`config.mk`:
```
export PLATFORM = sky130hd
export DESIGN_NAME = fetch_pc_unit
export DESIGN_NICKNAME = d
export VERILOG_FILES = /design/src/rtl/fetch_pc_unit.sv
export SDC_FILE = /design/constraint.sdc
export NUM_CORES = 1
export LEC_CHECK = 0
export CORE_MARGIN = 1.5
export CORE_UTILIZATION = 44
export CTS_BUF_LIST = sky130_fd_sc_hd__clkbuf_4
export DETAILED_ROUTE_END_ITERATION = 10
export GPL_ROUTABILITY_DRIVEN = 0
export GPL_TIMING_DRIVEN = 0
export PLACE_DENSITY = 0.86
export SLEW_MARGIN = 20
export SYNTH_ARGS = -nofsm -noshare
export SYNTH_HDL_FRONTEND = slang
export SYNTH_SLANG_ARGS = --single-unit
```
`constraint.sdc`:
```
create_clock -name clk -period 3.15 [get_ports clk]
set_clock_uncertainty 0.05 [all_clocks]
set_input_delay 0.7875 -clock clk [delete_from_list [all_inputs] [get_ports clk]]
set_output_delay 0.7875 -clock clk [all_outputs]
set_load 0.01 [all_outputs]
```
`src/rtl/fetch_pc_unit.sv`:
```
// fetch_pc_unit: architectural PC and fetch sequencing (sequential/redirect/stall/halt) with sticky fault trapping
module fetch_pc_unit #(
    parameter int WIDTH    = 32,
    parameter int DEPTH    = 1024,
    parameter int RESET_PC = 0
) (
    input  logic             clk,
    input  logic             rst_n,
    input  logic             stall,
    input  logic             redirect,
    input  logic [WIDTH-1:0] target,
    input  logic             halt,
    input  logic             resume,
    output logic [WIDTH-1:0] pc,
    output logic [WIDTH-1:0] pc_plus4,
    output logic             fetch_valid,
    output logic             fault,
    output logic [WIDTH-1:0] fault_pc,
    output logic [31:0]      fetch_count
);
    typedef enum logic [1:0] {RUN, HALTED, FAULT} state_t;
    localparam logic [WIDTH:0] LIMIT = (WIDTH+1)'(DEPTH) << 2;
    state_t           r_state;
    logic [WIDTH-1:0] r_pc;
    logic             r_fault;
    logic [WIDTH-1:0] r_fault_pc;
    logic [31:0]      r_fetch_count;
    logic [WIDTH-1:0] w_pc_plus4;
    logic             w_tgt_ok;
    logic             w_seq_ok;
    logic [31:0]      w_cnt_next;
    // next sequential address, legality of both candidate addresses, saturating count
    always_comb begin
        w_pc_plus4 = r_pc + WIDTH'(4);
        w_tgt_ok   = (target[1:0] == 2'b00) && ({1'b0, target} < LIMIT);
        w_seq_ok   = {1'b0, w_pc_plus4} < LIMIT;
        w_cnt_next = r_fetch_count + 32'(r_fetch_count != '1);
    end
    // PC/state sequencer: halt > redirect > stall > sequential while running; fault is terminal until reset
    always_ff @(posedge clk) begin
        if (!rst_n) begin
            r_state       <= RUN;
            r_pc          <= WIDTH'(RESET_PC);
            r_fault       <= 1'b0;
            r_fault_pc    <= '0;
            r_fetch_count <= '0;
        end else begin
            case (r_state)
                RUN: begin
                    if (halt) begin
                        r_state <= HALTED;
                    end else if (redirect) begin
                        if (w_tgt_ok) begin
                            r_pc          <= target;
                            r_fetch_count <= w_cnt_next;
                        end else begin
                            r_state    <= FAULT;
                            r_fault    <= 1'b1;
                            r_fault_pc <= target;
                        end
                    end else if (!stall) begin
                        if (w_seq_ok) begin
                            r_pc          <= w_pc_plus4;
                            r_fetch_count <= w_cnt_next;
                        end else begin
                            r_state    <= FAULT;
                            r_fault    <= 1'b1;
                            r_fault_pc <= w_pc_plus4;
                        end
                    end
                end
                HALTED: r_state <= (resume && !halt) ? RUN : HALTED;
                default: r_state <= FAULT;
            endcase
        end
    end
    assign pc          = r_pc;
    assign pc_plus4    = w_pc_plus4;
    assign fetch_valid = (r_state == RUN) && !stall;
    assign fault       = r_fault;
    assign fault_pc    = r_fault_pc;
    assign fetch_count = r_fetch_count;
endmodule

```
==> metrics.cfg <==
[run_status]
outcome = finished with violations
failed_checks = setup timing

[finish]
diodes = 0
final_nets = 927
area_growth_pct = 62.85
drive_gt1_frac = 0.2840
layout_common_cells = 144 x clkdlybuf4s50_1, 75 x dfxtp_1, 71 x buf_4, 69 x nand2_1, 30 x o211ai_1
layout_commonest_cell = clkdlybuf4s50_1
final_cells = 1038

[global_routing]
grt_overflow = 0
antenna_found_initial = 0
grtUsageTotal = 0.3151
grt_max_degree = 17
grt_pass1_wl_mm = 31.62
first_global_vias = 5982

[critical_path]
slowest_stage = or4_4
critPathKind = flop to flop
r2r_end = fetch_count[12]
crit_path_max_fanout = 7
endpoint_kind = flop
regToRegStartpoint = pc[19]
start_kind = flop
crit_buf_inv = 3
rr_worst_depth = 11
r2r_setup_slack_ns = -0.29
cp_cell_sequence = buf_6 -> nand3_4 -> or4_4 -> buf_12 -> o21ai_1 -> nand4_1 -> nor4_4 -> a41oi_4 -> buf_2 -> or4_1 -> a21oi_1
cp_num_cells = 11
cp.required_ns = 3.55
crit_family = simple AND/OR/NAND/NOR gates
arrival_ns = 3.83
crit_path_max_incr_delay_ns = 0.57

[yosys]
syn-cell-area_um2 = 5375
synth_ff_type = dfxtp_1
synthSimpleGateAreaFrac = 0.2952
synth-xor-area-share = 0.04562
syn_inst = 632
synth-edff-count = 0
synth_cell_types = 57
synth_top_family_by_area = simple AND/OR/NAND/NOR gates
syn_nets = 673
muxShareOfSynthArea = 0.04865
ys_ff_latch = 99
synth-compound-area-share = 0.1851
ys_seq_area_frac = 0.3687
yosysWarnings = 0
synthArstFlopShare = 0
synth_area_per_cell_um2 = 8.505
yosys.area_share.adder = 0.006983

[sta]
layout_min_cycle_time_ns = 3.438
rsz0062_at_grt = true
fmax_ghz = 0.2909
fin_hold_ws_ns = 0.4226
tightest_slew_ns = 0.8060
fin_ws_ns = -0.2876
drv_slew = 0
fin_setup_tns_ns = -15.69
fin_crit_sh = 1.091
slew_headroom = 0.4627
setup_viol = 107
hold_viol_final = 0

[floorplanning]
io_pins = 168
fp.dieArea_um2 = 12890
core_um2 = 11960
rows = 40
initial_utilization = 0.4494
die_h_um = 113.5
chipWidth_um = 113.5

[hold_path]
hold-path-endpoint = fault_pc[26]
whs_path_depth = 2
worstHoldStart = fault_pc[26]
hp-class = flop to flop

[routing]
drt_pre_antenna_iters = 6
drc = 0
drt-total-wl_mm = 24.88
vias_per_cell = 6.733
drtIter0Drc = 1070
routed-via-count = 6989
ant_nets = 0
wire_per_inst_um = 23.96

[clocking]
clk_pin_slew_ns = 0.16
numCtsBuffers = 9
cts_hold_buffers = 0
clk_latency_ns = 0.52
cts.sinks = 99
htreeDepth = 3
cts_tree = done
cts_root_buffer = clkbuf_4
clockBufferDepth = 2

[pwr]
ir_drop_mv = 0.3132
leakagePower_nw = 3.628
finalPower_mw = 2.431
p_per_area_nw_per_um2 = 277.7

[job]
cap_violations = 0

[place]
port_buffers = 167
dp_hpwl_mm = 14.00
dpl_worst_slack_ns = -0.8368
dpl.cell_count = 946

[kinds of logic after synthesis]
family | after synthesis
multiplexers | 26
buffers and inverters | 61
XOR/XNOR | 28
adder cells (fa/ha/maj) | 3
AND/OR/NAND/NOR | 271
flip-flops | 99
AO/OA/AOI/OAI | 144
[worst min-delay path, stage by stage (launching register included)]
cell     delay (ns)
dfxtp_1        0.34
nand2_1        0.05
mux2i_1        0.05
[cells in the mapped netlist (9+ instances only)]
library cell / number / share of area
and4_1: 9 / 0.015
nor3_1: 9 / 0.0084
or4_1: 30 / 0.042
xnor2_1: 11 / 0.018
xor2_1: 17 / 0.028
a21oi_1: 40 / 0.037
nor2_1: 21 / 0.015
dfxtp_1: 99 / 0.37
and3_1: 28 / 0.033
nand3_1: 24 / 0.022
nand2b_1: 18 / 0.021
o211ai_1: 30 / 0.042
nand4_1: 18 / 0.021
nand2_1: 73 / 0.051
clkbuf_1: 35 / 0.024
o21ai_0: 15 / 0.014
mux2i_1: 25 / 0.047
o31ai_1: 31 / 0.043
[sequential cells by signal (all words and copies together), names as in the netlist]
| register | count |
|---|---|
| r_state | 2 |
| fetch_count | 32 |
| pc | 32 |
| fault | 1 |
| fault_pc | 32 |
[power breakdown]
group	internal [mW]	switching, mW	leakage [nW]	total, mW
Combinational	0.180	0.239	2.74	0.419
Sequential	1.26	0.0269	0.817	1.29
Clock	0.239	0.481	0.0733	0.720
[metal layers]
metal	up-vias	GRT usage	part of all wire
met5	-	0	0
met4	0	0.1925	0.084
met3	225	0.08608	0.12
met2	586	0.5080	0.44
met1	3275	0.3745	0.35
li1	2903	-	-
[through the flow]
| stage | util | area [um^2] |
|---|---|---|
| 6_report | 0.7318 | 8753 |
| 5_1_grt | 0.7318 | 8753 |
| 4_1_cts | 0.6680 | 7990 |
| 3_5_place_dp | 0.6049 | 7236 |
| 3_3_place_gp | 0.6049 | 7236 |
| 2_1_floorplan | - | 5380 |
[worst max path at each step]
stage               startpoint         endpoint
global route             pc[7]  fetch_count[12]
detailed placement  target[15]      fault_pc[7]
floorplan                pc[2]     fault_pc[25]
CTS                      pc[2]     pc_plus4[20]
finish                  pc[19]  fetch_count[12]
global placement    target[15]           pc[30]
[area by class of cell]
cell class	instances	area [um^2]
plain buffers	49	306.5
clock buffers	9	67.56
clock inverters	7	68.82
fillers	729	3208
inverters	9	33.78
multi-input cells	473	3736
flip-flops and latches	99	2054
well taps	147	183.9
repair buffers	245	2302
[timing repair]
action | 4_1_cts | 5_1_grt
endpoints found under the setup margin | 121 | 114
buffers inserted | 44 | 28
gates resized for setup | 125 | 133
gates cloned | 0 | 7
pin swaps | 19 | 49
No activity file was read; power rests on OpenSTA's default activity.
